[config.mk]
export PLATFORM = sky130hd
export DESIGN_NAME = sym_upsampler_flat
export DESIGN_NICKNAME = d
export VERILOG_FILES = /design/src/rtl/sym_upsampler_if.sv /design/src/rtl/sym_upsampler.sv /design/src/flat_wrapper.sv
export SDC_FILE = /design/constraint.sdc
export NUM_CORES = 1
export LEC_CHECK = 0
export ABC_AREA = 1
export CAP_MARGIN = 20
export CORE_MARGIN = 8
export CORE_UTILIZATION = 49
export DETAILED_ROUTE_END_ITERATION = 16
export GPL_TIMING_DRIVEN = 0
export PLACE_DENSITY = 0.78
export SYNTH_ARGS = -nofsm -noshare
export SYNTH_HDL_FRONTEND = slang
export SYNTH_SLANG_ARGS = --single-unit
export TNS_END_PERCENT = 20
[constraint.sdc]
create_clock -name clk -period 1.95 [get_ports clk]
set_input_delay 0.4875 -clock clk [delete_from_list [all_inputs] [get_ports clk]]
set_output_delay 0.4875 -clock clk [all_outputs]
set_load 0.05 [all_outputs]
[src/rtl/sym_upsampler_if.sv]
// Byte-in / sample-out bus for the symbol upsampler.
// The slave side is the upsampler; the master side drives data bytes and sinks samples.
interface sym_upsampler_if #(
  parameter int unsigned W = 16
);
  logic         mode_i;
  logic [7:0]   d_i;
  logic         d_valid_i;
  logic         d_ready_o;
  logic [W-1:0] y_a_o;
  logic [W-1:0] y_b_o;
  logic         y_valid_o;
  logic         y_ready_i;
  logic         underrun_o;

  modport master (
    output mode_i, d_i, d_valid_i, y_ready_i,
    input  d_ready_o, y_a_o, y_b_o, y_valid_o, underrun_o
  );

  modport slave (
    input  mode_i, d_i, d_valid_i, y_ready_i,
    output d_ready_o, y_a_o, y_b_o, y_valid_o, underrun_o
  );
endinterface

[src/rtl/sym_upsampler.sv]
// BPSK/QPSK symbol mapper with zero-stuffing upsampler.
// One byte is buffered and shifted out LSB first, one symbol per OSR output samples.
// The symbol lands on phase 0 of each group; phases 1..OSR-1 carry zeros.
module sym_upsampler #(
  parameter int unsigned         W   = 16,
  parameter int unsigned         OSR = 8,
  parameter logic signed [W-1:0] AMP = 1
) (
  input logic            clk,
  input logic            rst,
  sym_upsampler_if.slave bus
);

  localparam int unsigned    PhW    = $clog2(OSR);
  localparam logic [PhW-1:0] PhLast = PhW'(OSR - 1);
  localparam logic [W-1:0]   PosAmp = AMP;
  localparam logic [W-1:0]   NegAmp = -AMP;

  logic [7:0]     r_buf;
  logic [3:0]     r_bits_left;
  logic           r_mode;
  logic           r_d_ready;
  logic           r_started;
  logic           r_arm;
  logic           r_y_valid;
  logic [W-1:0]   r_y_a;
  logic [W-1:0]   r_y_b;
  logic           r_underrun;
  logic [PhW-1:0] r_phase;

  logic           w_accept;
  logic           w_xfer;
  logic           w_init;
  logic           w_load;
  logic           w_sym;
  logic [PhW-1:0] w_phase_nxt;
  logic [7:0]     w_buf_d;
  logic [3:0]     w_bits_d;
  logic           w_mode_d;
  logic [W-1:0]   w_y_a_d;
  logic [W-1:0]   w_y_b_d;
  logic           w_underrun_d;
  logic [PhW-1:0] w_phase_d;

  function automatic logic [W-1:0] map_bit(input logic b);
    return b ? NegAmp : PosAmp;
  endfunction

  // Next-state: byte accept, sample load and bit consumption at phase 0.
  always_comb begin
    w_accept     = bus.d_valid_i & r_d_ready;
    w_xfer       = r_y_valid & bus.y_ready_i;
    // First sample after the first byte is loaded without a transfer.
    w_init       = r_arm;
    w_load       = w_xfer | w_init;
    w_phase_nxt  = (w_init || r_phase == PhLast) ? '0 : r_phase + 1'b1;
    w_sym        = w_load & (w_phase_nxt == '0);

    w_buf_d      = r_buf;
    w_bits_d     = r_bits_left;
    w_mode_d     = r_mode;
    w_y_a_d      = r_y_a;
    w_y_b_d      = r_y_b;
    w_underrun_d = 1'b0;
    w_phase_d    = w_load ? w_phase_nxt : r_phase;

    if (w_load) begin
      w_y_a_d = '0;
      w_y_b_d = '0;
    end

    if (w_sym) begin
      if (r_bits_left == 4'd0) begin
        w_underrun_d = 1'b1;
      end else if (!r_mode) begin
        w_y_a_d  = map_bit(r_buf[0]);
        w_buf_d  = {1'b0, r_buf[7:1]};
        w_bits_d = r_bits_left - 4'd1;
      end else begin
        w_y_a_d  = map_bit(r_buf[0]);
        w_y_b_d  = map_bit(r_buf[1]);
        w_buf_d  = {2'b00, r_buf[7:2]};
        w_bits_d = r_bits_left - 4'd2;
      end
    end

    // d_ready_o implies an empty buffer, so accept never collides with consumption.
    if (w_accept) begin
      w_buf_d  = bus.d_i;
      w_bits_d = 4'd8;
      w_mode_d = bus.mode_i;
    end
  end

  // State registers with synchronous active-high reset.
  always_ff @(posedge clk) begin
    if (rst) begin
      r_buf       <= '0;
      r_bits_left <= '0;
      r_mode      <= 1'b0;
      r_d_ready   <= 1'b0;
      r_started   <= 1'b0;
      r_arm       <= 1'b0;
      r_y_valid   <= 1'b0;
      r_y_a       <= '0;
      r_y_b       <= '0;
      r_underrun  <= 1'b0;
      r_phase     <= '0;
    end else begin
      r_buf       <= w_buf_d;
      r_bits_left <= w_bits_d;
      r_mode      <= w_mode_d;
      r_d_ready   <= (w_bits_d == 4'd0);
      r_started   <= r_started | w_accept;
      // One-cycle delay between accept and the initial load.
      r_arm       <= r_started & ~r_arm & ~r_y_valid;
      r_y_valid   <= r_y_valid | r_arm;
      r_y_a       <= w_y_a_d;
      r_y_b       <= w_y_b_d;
      r_underrun  <= w_underrun_d;
      r_phase     <= w_phase_d;
    end
  end

  assign bus.d_ready_o  = r_d_ready;
  assign bus.y_a_o      = r_y_a;
  assign bus.y_b_o      = r_y_b;
  assign bus.y_valid_o  = r_y_valid;
  assign bus.underrun_o = r_underrun;

endmodule

[src/flat_wrapper.sv]
// flat-port wrapper written by rule: the top's interface ports become plain ports
module sym_upsampler_flat 
#(
  parameter int unsigned         W   = 16,
  parameter int unsigned         OSR = 8,
  parameter logic signed [W-1:0] AMP = 1
)
  (clk, rst, bus_mode_i, bus_d_i, bus_d_valid_i, bus_y_ready_i, bus_d_ready_o, bus_y_a_o, bus_y_b_o, bus_y_valid_o, bus_underrun_o);
  sym_upsampler_if #(.W(W)) bus_i ();
  input logic clk;
  input logic rst;
  input wire logic [$bits(bus_i.mode_i)-1:0] bus_mode_i;
  input wire logic [$bits(bus_i.d_i)-1:0] bus_d_i;
  input wire logic [$bits(bus_i.d_valid_i)-1:0] bus_d_valid_i;
  input wire logic [$bits(bus_i.y_ready_i)-1:0] bus_y_ready_i;
  output wire logic [$bits(bus_i.d_ready_o)-1:0] bus_d_ready_o;
  output wire logic [$bits(bus_i.y_a_o)-1:0] bus_y_a_o;
  output wire logic [$bits(bus_i.y_b_o)-1:0] bus_y_b_o;
  output wire logic [$bits(bus_i.y_valid_o)-1:0] bus_y_valid_o;
  output wire logic [$bits(bus_i.underrun_o)-1:0] bus_underrun_o;
  assign bus_i.mode_i = bus_mode_i;
  assign bus_i.d_i = bus_d_i;
  assign bus_i.d_valid_i = bus_d_valid_i;
  assign bus_i.y_ready_i = bus_y_ready_i;
  assign bus_d_ready_o = bus_i.d_ready_o;
  assign bus_y_a_o = bus_i.y_a_o;
  assign bus_y_b_o = bus_i.y_b_o;
  assign bus_y_valid_o = bus_i.y_valid_o;
  assign bus_underrun_o = bus_i.underrun_o;
  sym_upsampler #(.W(W), .OSR(OSR), .AMP(AMP)) u_core (.clk(clk), .rst(rst), .bus(bus_i));
endmodule
# --- Word-level counts from Yosys, hierarchy flattened ---
# Cells that the tools add are included.
totals:
  reg_bits: 53
  input_bits: 13
classes:
  mux: 19
  reduce_logical: 7
  n_addsub: 3
  bitwise_logic: 11
  n_eq_ne: 2
ops:
  columns: ["op", "count"]
  rows:
  - ["$mux W16", 9]
  - ["$mux W8", 3]
  - ["$mux W4", 4]
  - ["$logic_not A4 Y1", 2]
  - ["$mux W7", 1]
  - ["$and A1 B1 Y1", 5]
  - ["$sub A4 B1 Y4 const B", 1]
  - ["$sub A4 B2 Y4 const B", 1]
  - ["$add A3 B1 Y3 const B", 1]
  - ["$eq A3 B3 Y1 const B", 1]
  - ["$logic_not A3 Y1", 1]
  - ["$mux W3", 1]
  - ["$not A1 Y1", 3]
  - ["$or A1 B1 Y1", 3]
  - ["$ne A2 B1 Y1 const B", 1]
  - ["$reduce_and A2 Y1", 1]
  - ["$reduce_bool A2 Y1", 1]
  - ["$reduce_or A2 Y1", 1]
  - ["$logic_or A1 B1 Y1", 1]
  - ["$mux W1", 1]

# --- Longest topological paths before layout ---
# Gate-level depths: netlist (run 1).
logic_depth:
  ltp_word: 8
  mapped_depth: 12
  depth_no_buf: 12

# --- Worst setup path before layout (run 1) ---
# Ideal clock, no wire load.
synth_timing:
  kind: "register to register"
  from: "reg u_core.r_y_valid (netlist: u_core.bus.y_valid_o)"
  to: "reg u_core.r_buf[4]"
  stages_incl_launch_ff: 9
  t_arrival_ps: 1577
  t_required_ps: 1831
  n_path_buf: 1
  setup_slack_ps: 253
  synth_period_minus_slack_ps: 1697
  path_cell_list: "dfxtp_1 nand2_1 nand2_4 nand3_4 nor2_8 nor2_4 buf_6 o21ai_0 a21oi_1"
synth_via:
  elab_chain_cells: 5
synth_rtl:
  columns: ["item", "line_no", "rtl"]
  rows:
  - ["start: declaration", "sym_upsampler.sv:25", "logic r_y_valid;"]
  - ["start signal: assignment", "sym_upsampler.sv:117", "r_y_valid <= r_y_valid | r_arm;"]
  - ["$and A1 B1 Y1", "sym_upsampler.sv:52", "w_xfer = r_y_valid & bus.y_ready_i;"]
  - ["$or A1 B1 Y1", "sym_upsampler.sv:55", "w_load = w_xfer | w_init;"]
  - ["$and A1 B1 Y1", "sym_upsampler.sv:57", "w_sym = w_load & (w_phase_nxt == '0);"]
  - ["$reduce_bool A2 Y1 (no source line)", null, null]
  - ["$reduce_and A2 Y1 (no source line)", null, null]
  - ["end signal: assignment", "sym_upsampler.sv:110", "r_buf <= w_buf_d;"]
  - ["end: declaration", "sym_upsampler.sv:19", "logic [7:0] r_buf;"]
# No other way between the ends.
# A chain may end at the register's enable or synchronous reset.

# --- Worst setup path in the final report (run 1) ---
layout_timing:
  from: "reg u_core.r_phase[0]"
  to: "reg u_core.r_buf[4]"
layout_via:
  elab_chain_cells: 7
  elab_cells_between_ends: 8
  cone_classes: "add/sub: 1; eq/ne: 1; mux: 1; bitwise: 1; reduce/logical: 4"
layout_rtl:
  columns: ["item", "line_no", "rtl"]
  rows:
  - ["start: declaration", "sym_upsampler.sv:29", "logic [PhW-1:0] r_phase;"]
  - ["start signal: assignment", "sym_upsampler.sv:121", "r_phase <= w_phase_d;"]
  - ["branches (longest 2 deep; another with $add A3 B1 Y3)", null, null]
  - ["$mux W3 *", "sym_upsampler.sv:56", "w_phase_nxt = (w_init || r_phase == PhLast) ? '0 : r_phase + 1'b1;"]
  - ["$logic_not A3 Y1 *", "sym_upsampler.sv:57", null]
  - ["$and A1 B1 Y1 *", "sym_upsampler.sv:57", null]
  - ["$reduce_bool A2 Y1 (no source line) *", null, null]
  - ["$reduce_and A2 Y1 (no source line) *", null, null]
# Mark *: on every way between the ends.

==> summary.md, run 1 <==
| Metric | Value |
|---|---|
| Synthesized instance count | ~280 |
| Die ar. | 0.00678 mm^2 |
| Net Count, Synth | ~300 |
| Vias in the first global route | around 1800 |
| Reg2reg end | u_core.r_buf[4] |
| Routed WL per cell | 12.6 um |
| CTS Buf Count | 5 |
| Arrival time worst endpoint | roughly 2000 ps |
| Area occupied by multi-input gates | around 950 um^2 |
| Cell count after placement | around 370 |
| Met2 Usage GRT | between 20% and 30% |
| GPL Wtd Cong | 0.796 |
| CP Buf/Inv Count | 1 |
| Worst-path clk slew | about 100 ps |
| Main synth FF type | dfxtp_1 |
| GRT overflow | 0 |
| Initial antenna violation count | 0 |
| Worst Path Required | 2160 ps |
| Outcome | complete, no violations |
| Crit end category | register |
| Cell repeated most along the worst path | ha_1 |
| Standard-cell rows | 24 |
| Netlist cell types | 29 |
| Reg2Reg Launch Point | u_core.r_phase[0] |
| DR vias | 1911 |
| Worst-case clock buffer depth | 2 |
| Grt peak-use layer | met2 |
| Number of synthesized register bits | 53 |
| Share of cells above drive strength 1 | 9.09% |
| M1 GR Usage | approximately 18% |
| Final Non-Filler Cells | 382 |
| Syn Area/Cell | between 7 and 8 um^2 |
| Post-CTS repair timing setup buffer count | 0 |
| Fin. Hold Viols | 0 |
| Reg2reg setup slack | around 170 ps |
| Max Freq | roughly 560 MHz |
| Worst skew pair latency | 310 ps |
| Port Buf Inserts | 46 |
| Period minus WS final | 1780 ps |
| Rel. slew slack | roughly 65% |
| Async SR Flop Fraction | 0% |
| Total Routed Length | a little under 5 mm |
| Slowest stage delay, CP | 340 ps |
| Area grow syn2layout | 27.4% |
| Share of Yosys cell area claimed by the top area cell type | about half |
| Hold Path End | u_core.r_arm |
| Nature of the critical path startpoint | register |
| Worst ir drop on vdd | between 500 and 600 uV |
| Slowest CP cell | dfxtp_1 |
| Fin. max-slew vios | 0 |
| Post-synth EDFFs | 0 |
| Post-route setup slack | 165 ps |
| Post-DP HPWL | around 3.5 mm |
| # fillers | around 400 |
| Width of the die | 82.4 um |
| CTS tree | built |
| Hold crit path type | register to register |
| Cell family with most CP delay | simple AND/OR/NAND/NOR gates |
| # diodes | 0 |
| First-pass GRT wire length | 8.05 mm |
| DRC | 0 |
| Synth Warn # | 0 |
| Power Density | between 700 and 800 mW/mm^2 |
| Slew @ Worst Pin | approximately 520 ps |
| Post-layout nets | ~350 |
| Largest net degree at the start of global routing | 18 |
| Total core area | between 0.004 and 0.005 mm^2 |
| Ports | between 40 and 50 |
| DRT Pass-1 Iters | 4 |
| Initial Utilization | around half |
| Top cells by area, synth | dfxtp_1 49%, nand2_1 14%, a21oi_1 9.0%, o21ai_0 5.3%, inv_1 3.1% |
| Crit Path Class | register to register |
| Hold path startpoint | u_core.r_started |
| Routed Antenna Nets | 0 |
| LEAKAGE | roughly 1.3 nW |
| Area occupied by registers | about 0.0011 mm^2 |
| Drt first-iter violations | 140 |
| Synthesized area | around 0.0022 mm^2 |
| Die Y | about 82 um |
| Leading area contributor after synthesis | dfxtp_1 |
| Fin crit share | a little over 90% |
| Met3 Use GR | 3.57% |
| Clk root buf | clkbuf_8 |
| CP cell instances | ha_1, ha_1, nand2_2, nand3_4, nor2_8, nor2_4, buf_6, o21ai_0, a21oi_1 |
| RSZ-0062 raised after global routing | false |
| Max Cap Viol | 0 |
| Final Skew | about 4 ps |
| Final setup fails | 0 |
| Dpl ws | -182 ps |
| Top-count cell post-synth | nand2_1 |
| Post-DR vias/cell | 5.00 |
| H-tree Lvls | 2 |
| Max FO, Critical Path | 10 |
| Hold depth | 2 |
| Clock sinks | 53 |
| Gr usage total | between 15 and 20% |
| R2R depth | 9 |
| Seq/Total Area, Yosys | 49.2% |
| Most frequent cells after synthesis | 83 x nand2_1, 53 x dfxtp_1, 39 x a21oi_1 |
==> tightest hold or removal path, delay by kind of cell, from the launching register on <==
kind                   cells  cell delay (ps)
buffers and inverters      1               60
and+or+nand+nor            1               40
DFF                        1              310
==> what timing repair did <==
action	in CTS	in global routing
gates resized for setup	31	6
endpoints found under the setup margin	31	7
hold buffers	0	0
==> registers in the layout (all words and copies together), names as in the netlist <==
| signal | flops |
|---|---|
| u_core.r_bits_left | 4 |
| u_core.bus.d_ready_o | 1 |
| u_core.bus.underrun_o | 1 |
| u_core.r_mode | 1 |
| u_core.r_arm | 1 |
| u_core.r_started | 1 |
| u_core.bus.y_b_o | 16 |
| u_core.bus.y_a_o | 16 |
| u_core.r_buf | 8 |
| u_core.bus.y_valid_o | 1 |
| u_core.r_phase | 3 |
==> layout by cell type, fill, tap and decap left out, types with 2 or more instances in the layout <==
master,netlist,routed
nand3_1,5,5
a21oi_1,39,39
buf_2,2,2
buf_6,3,3
o21ai_0,23,23
ha_1,5,5
nor2_1,14,14
nand3_4,2,2
nand2_2,2,2
clkbuf_8,0,5
nor3_1,3,3
inv_2,2,3
clkdlybuf4s50_1,0,11
inv_1,18,17
a21oi_2,2,2
dlygate4sd2_1,0,31
nand2_1,83,83
clkbuf_1,6,6
dlymetal6s2s_1,0,4
dfxtp_1,53,53
nor2_4,1,2
buf_1,2,2
==> worst max path at each step <==
stage,from,end,cells past startpoint
4_1_cts,u_core.bus.y_b_o[13],bus_y_b_o[13],1
5_1_grt,u_core.r_phase[0],u_core.r_buf[5],9
3_5_place_dp,bus_d_valid_i,u_core.r_buf[4],7
2_1_floorplan,u_core.bus.y_valid_o,u_core.r_buf[4],8
6_report,u_core.r_phase[0],u_core.r_buf[4],9
3_3_place_gp,bus_d_valid_i,u_core.r_buf[4],7
==> cells by family (layout without fill, tap and decap cells) <==
group                      count (synthesis)  after routing  synth area share, %
DFF                                       53             53                 49.2
and+or+nand+nor                          117            117                 24.5
AOI/OAI and AO/OA                         67             67                 16.2
buffers and inverters                     34             88                 7.13
adders and majority gates                  5              5                 2.90
==> report_power, final <==
part	total (mW)	switching (mW)	internal (mW)	leakage, nW
Sequential	1.13	0.0195	1.11	0.429
Combinational	0.271	0.176	0.0958	0.843
Clock	0.631	0.376	0.255	0.0445
Total	2.04	0.571	1.47	1.32
==> area by class of cell <==
| class | instances | share of cell area (%) |
|---|---|---|
| Sequential cell | 53 | 38.6 |
| Multi-Input combinational cell | 189 | 34.5 |
| Timing Repair Buffer | 46 | 15.7 |
| Buffer | 14 | 2.87 |
| Inverter | 20 | 2.73 |
| Clock buffer | 5 | 2.50 |
| Tap cell | 52 | 2.37 |
| Clock inverter | 3 | 0.774 |
==> stage by stage <==
stage               utilization [%]  setup TNS [ps]  hold slack (ps)  area [um^2]  total power [mW]
finish                         64.0               0              453         2750              2.04
global route                   64.0               0              494         2750              2.13
CTS                            63.7               0              453         2730              2.05
detailed placement             62.5           -1150              438         2680              1.43
global placement               62.5            -944              431         2680              1.43
floorplan                         -               0              416         2160              1.35
==> routing by layer <==
layer  part of all wire [%]  wire [um]  vias to the layer above
li1                       -          -                      992
met1                     45       2170                      880
met2                     49       2330                       34
met3                    5.0        238                        5
met4                    1.4         68                        0
met5                      0          0                        -
(Power assumes the default switching activity.)
==> run 2: changes to the inputs <==
--- a/config.mk
+++ b/config.mk
@@ -10,7 +10,6 @@
 export CORE_MARGIN = 8
 export CORE_UTILIZATION = 49
 export DETAILED_ROUTE_END_ITERATION = 16
-export GPL_TIMING_DRIVEN = 0
 export PLACE_DENSITY = 0.78
 export SYNTH_ARGS = -nofsm -noshare
 export SYNTH_HDL_FRONTEND = slang
==> run 2 against run 1 <==
First-iteration DRC count decreased by 6.4%. Worst hold slack got worse by 11 ps. Flip-flop and latch count unchanged. Register-to-register slack improved by 40 ps. Critical path depth unchanged. Via count decreased by 1.5%. Die area unchanged.
==> summary.md, run 2 (synthesis results as in run 1) <==
| Metric | Value |
|---|---|
| CP cell instances | ha_1, ha_1, nor2_2, nand2_2, nand3_4, nor2_8, nor2_2, nand2_1, a31oi_1 |
| Clk root buf | clkbuf_8 |
| Most frequent cells in the layout | 83 x nand2_1, 53 x dfxtp_1, 39 x a21oi_1, 38 x buf_4, 23 x o21ai_0 |
| H-tree Lvls | 2 (unchanged) |
| Width of the die | 82.4 um (unchanged) |
| Vias in the first global route | 1675 (-8.5%) |
| Fin. Hold Viols | 0 (unchanged) |
| Crit end category | register |
| Drt first-iter violations | 131 (-6.4%) |
| Reg2Reg Launch Point | u_core.r_phase[0] |
| Worst-case clock buffer depth | 2 (unchanged) |
| Slowest CP cell | dfxtp_1 |
| Cell count after placement | 367 (-1.9%) |
| CTS Buf Count | 5 (unchanged) |
| First-pass GRT wire length | 7.70 mm (-4.3%) |
| TNS Setup | 0 ps (unchanged) |
| Rel. slew slack | 79.2% (+14 points) |
| CTS tree | built |
| Slowest stage delay, CP | 330 ps (about the same) |
| Outcome | complete, no violations |
| Hold path startpoint | u_core.r_started |
| Post-CTS repair timing setup buffer count | 0 (unchanged) |
| Period minus WS final | 1740 ps (-40.6 ps) |
| Post-DR vias/cell | 5.01 (+0.11%) |
| Initial antenna violation count | 0 (unchanged) |
| Fin. max-slew vios | 0 (unchanged) |
| DR vias | 1883 (-1.5%) |
| Final Skew | 7.65 ps (+3.64 ps) |
| Worst ir drop on vdd | 468 uV (-9.6%) |
| Initial Utilization | 50.2% (unchanged) |
| CTS Hold Bufs | 0 (unchanged) |
| Worst Path Required | 2200 ps (+40 ps) |
| Final Non-Filler Cells | 376 (-1.6%) |
| Area grow syn2layout | 25.4% |
| Hold slack | 442 ps (-10.9 ps) |
| Worst skew pair latency | 310 ps (about the same) |
| Post-route cell area | 0.00271 mm^2 (-1.6%) |
| Worst-path clk slew | 100 ps (about the same) |
| Nature of the critical path startpoint | register |
| CP Buf/Inv Count | 0 (-1) |
| DRT Pass-1 Iters | 4 (unchanged) |
| Die ar. | 0.00678 mm^2 (unchanged) |
| Standard-cell rows | 24 (unchanged) |
| CTS resizes | 0 (-100%) |
| DRC | 0 (unchanged) |
| GPL Wtd Cong | 0.807 (+1.4%) |
| Routed WL per cell | 12.3 um (-2.1%) |
| Post-layout nets | 341 (-1.7%) |
| Largest net degree at the start of global routing | 39 (+21) |
| Share of cells above drive strength 1 | 20.1% (+11 points) |
| GRT overflow | 0 (unchanged) |
| Placed instance area | 0.00261 mm^2 (-2.8%) |
| LEAKAGE | 1.17 nW (-11%) |
| # fillers | 379 (-6.2%) |
| Clock sinks | 53 (unchanged) |
| Final Util | 63.0% (-1.0 points) |
| Total power | 2.05 mW (+0.64%) |
| Slew @ Worst Pin | 311 ps (-209 ps) |
| Cell family with most CP delay | simple AND/OR/NAND/NOR gates |
| RSZ-0062 raised after global routing | false |
| Leading cell type in the layout, fill and taps excluded | nand2_1 |
| Final setup fails | 0 (unchanged) |
| Max Freq | 573 MHz (+2.3%) |
| Dpl ws | 33.1 ps (+215 ps) |
| Max Cap Viol | 0 (unchanged) |
| Reg2reg setup slack | 210 ps (+40 ps) |
| Total Routed Length | 4.63 mm (-3.6%) |
| Hold crit path type | register to register |
| Ports | 48 (unchanged) |
| Gr usage total | 14.3% (-0.68 points) |
| Fin crit share | 89.5% (-2.1 points) |
| Port Buf Inserts | 47 (+2.2%) |
| Arrival time worst endpoint | 1990 ps (about the same) |
| Crit Path Class | register to register |
| Total core area | 0.00429 mm^2 (unchanged) |
| Hold Path End | u_core.r_arm |
| # diodes | 0 (unchanged) |
| Power Density | 758 mW/mm^2 (+2.3%) |
| Reg2reg end | u_core.r_buf[6] |
| Post-DP HPWL | 3.20 mm (-8.9%) |
| Post-route setup slack | 206 ps (+40.6 ps) |
| Hold depth | 2 (unchanged) |
| Die Y | 82.4 um (unchanged) |
| Routed Antenna Nets | 0 (unchanged) |
| Max FO, Critical Path | 6 (-4) |
| R2R depth | 9 (unchanged) |
==> run 2: area by class of cell <==
class                           count  area, um^2  area share [%]
Sequential cell                    53        1060            39.2
Tap cell                           52        65.1            2.41
Timing Repair Buffer               53         465            17.2
Clock inverter                      3        21.3           0.786
Multi-Input combinational cell    190         948            35.1
Inverter                           20        75.1            2.78
Clock buffer                        5        68.8            2.54
==> run 2: power by group <==
group	total (mW)	leakage [nW]	switching (mW)	internal, mW
sequential	1.14	0.429	0.0206	1.11
combinational	0.286	0.699	0.174	0.111
clock	0.629	0.0445	0.373	0.255
total	2.05	1.17	0.568	1.48
==> run 2: worst max path at each step <==
stage / from / to / slack [ps] / depth (start not counted)
CTS: u_core.r_phase[0] / u_core.r_buf[1] / 150 / 10
floorplan: u_core.bus.y_valid_o / u_core.r_buf[4] / 250 / 8
finish: u_core.r_phase[0] / u_core.r_buf[6] / 210 / 9
global route: u_core.r_phase[0] / u_core.r_buf[1] / 50 / 10
global placement: bus_y_ready_i / u_core.bus.y_a_o[6] / 80 / 7
detailed placement: bus_y_ready_i / u_core.bus.y_a_o[10] / 30 / 7
==> run 2: worst reg2reg max path, delay by kind of cell (launching register included) <==
family | cells | cell delay [ps]
AND/OR/NAND/NOR | 6 | 850
adder cells (fa/ha/maj) | 2 | 370
flip-flops | 1 | 330
AO/OA/AOI/OAI | 1 | 120
==> run 2: metal layers <==
layer  share of wire (%)  track usage (%)
met3                 5.2             4.22
met2                  49             23.4
met1                  45             17.5
met5                   0                0
met4                 1.1             5.26
==> variant (flow settings as in run 2) <==
`OSR` is set to 8 in 2 places; all go to 16.
--- a/src/rtl/sym_upsampler.sv
+++ b/src/rtl/sym_upsampler.sv
@@ -5,3 +5,3 @@
   parameter int unsigned         W   = 16,
-  parameter int unsigned         OSR = 8,
+  parameter int unsigned         OSR = 16,
   parameter logic signed [W-1:0] AMP = 1
--- a/src/flat_wrapper.sv
+++ b/src/flat_wrapper.sv
@@ -4,3 +4,3 @@
   parameter int unsigned         W   = 16,
-  parameter int unsigned         OSR = 8,
+  parameter int unsigned         OSR = 16,
   parameter logic signed [W-1:0] AMP = 1
Function: same outputs for any inputs over 10 cycles, from zero or initial values and one cycle with rst high; that may be too few to reach the edited logic, so the function may still have changed.
==> variant against run 2 <==
Clock skew grew 0.96 ps. Sequential share of layout area is 1.1 points lower. Combinational power up 7.0%. Largest cell class unchanged. Wire length grew 6.4%. Largest power group unchanged. Setup slack got worse by 17 ps. Sequential cell count increased by 1. Cell area rose by 4.7%. Global-route usage is 0.084 points lower. Power increased by 0.83%. Count of clock-buffer cells in the layout did not move. Die area is 4.9% higher. Area after synthesis rose by 6.1%. Hold slack got worse by 2.2 ps.
==> variant: results (changes against run 2) <==
[placement]
place_area_sq_um = 2750  ; +5.3%
io_buffers = 47  ; unchanged
hpwl_mm = 3.48  ; +8.7%
place_congestion = 0.769  ; -4.7%
dp_slack_ps = -4.68  ; -37.8 ps

[layout]
drive_gt1_share_pct = 24.4  ; +4.4 points
fin_nets = 357  ; +4.7%
nFillCells = 425  ; +12%
antenna_cells = 0  ; unchanged

[clocking]
cts-root-buf = clkbuf_8
clockBufferDepth = 2  ; unchanged
h-tree-depth = 2  ; unchanged
cts_setup_buffers = 0  ; unchanged
clk_latency_ps = 300
path_clk_slew_ps = 90
cts_made_buffers = 5  ; unchanged

[grt]
grt_pass1_wl_mm = 8.66  ; +12%
antenna_found_initial = 0  ; unchanged
grt.total_usage_pct = 14.3  ; -0.084 points
grt_pass1_vias = 1876  ; +12%
grt_max_degree = 26  ; -33%

[yosys]
ys_types = 26  ; -10%
synth_nets = 310  ; +5.4%
ys_warn_count = 0  ; unchanged
yosys-top-cells-count = nand2_1 (83), dfxtp_1 (54), nor2_1 (23), a21oi_1 (22), nand3_1 (20)
async_flop_share_pct = 0  ; unchanged
synth-seq-area-share_pct = 47.2  ; -1.9 points
ys_top_cells_by_area = dfxtp_1 (47%), nand2_1 (14%), a21oi_2 (6.5%)

[run_status]
status = finished clean

[detailed_routing]
drt-initial-drc-count = 108  ; -18%
wl_per_cell_microns = 12.5  ; +1.5%
first_pass_iters = 4  ; unchanged
route.detailed.vias_per_inst = 4.99  ; -0.36%

[pwr]
p_leak_nw = 1.22  ; +4.1%
ir_drop_mv = 0.394  ; -16%

[timing]
skew_ps = 8.61  ; +0.960 ps
worst_pin_slew_ps = 473  ; +162 ps

[hold_path]
hold_class = reg2reg

[worst_setup_path]
cp_data_arrival_time_ps = 2000
crit_fanout = 15  ; +9

## variant: changes by cell type after synthesis, sizes merged, moves of 3 or more
| cell | change |
|---|---|
| nand3 | +17 |
| nor2 | +7 |
| o21ai | -6 |
| clkbuf | +3 |
## variant: worst max-delay path: stages, from the launching register on
cell	delay, ps
dfxtp_1	390
ha_1	230
nand3_2	120
nand3_2	100
nand2_2	80
nor2_4	160
nand3_4	110
inv_4	100
nand3_4	210
a21oi_1	200
## variant: power by group
group | switching, mW | total (mW) | internal, mW
clock | 0.347 | 0.596 | 0.249
sequential | 0.0279 | 1.16 | 1.14
combinational | 0.189 | 0.306 | 0.117
total | 0.564 | 2.07 | 1.50
## variant: path summary, 6_finish.rpt
check,start,to,slack [ps],cells after the start
worst max-delay path,u_core.r_phase[1]$_SDFFE_PP0P_,u_core.bus.y_b_o[8]$_SDFF_PP0_,190,9
worst min-delay path,u_core.r_started$_SDFF_PP0_,u_core.r_arm$_SDFF_PP0_,440,2
worst max register to register,u_core.r_phase[1]$_SDFFE_PP0P_,u_core.bus.y_b_o[8]$_SDFF_PP0_,190,9
worst min register to register,u_core.r_started$_SDFF_PP0_,u_core.r_arm$_SDFF_PP0_,440,2
## variant: stage by stage
stage,setup TNS (ps),instances,utilization (%),power [mW]
after floorplan,0,293,-,1.40
after global placement,0,387,59.7,1.49
after detailed placement,-4.68,387,59.7,1.50
after CTS,0,394,61.5,2.09
after global routing,0,394,61.6,2.17
final,0,394,61.6,2.07
## variant: repair_timing
item                                   4_1_cts  5_1_grt
setup endpoints to repair                    0        1
resized for setup                            0        1
endpoints found under the hold margin        0        0
## variant: layer usage
layer / up-vias / track usage (%) / routed length, microns
met5: - / 0 / 0
met4: 0 / 5.09 / 48
met3: 2 / 3.97 / 220
met2: 39 / 24.0 / 2370
met1: 884 / 16.8 / 2290
li1: 1041 / - / -
## variant: area by class of cell
type / count / area share [%]
Inverter: 20 / 2.74
Tap cell: 54 / 2.39
Sequential cell: 54 / 38.2
Clock buffer: 5 / 2.43
Multi-Input combinational cell: 203 / 37.2
Clock inverter: 2 / 0.486
Timing Repair Buffer: 56 / 16.6
## variant: logic make-up after synthesis
logic type	Yosys count	share of synthesized area (%)
simple gates	140	27.4
flops	54	47.2
compound gates	59	16.3
buf+inv	36	6.89
fa+ha+maj	4	2.19
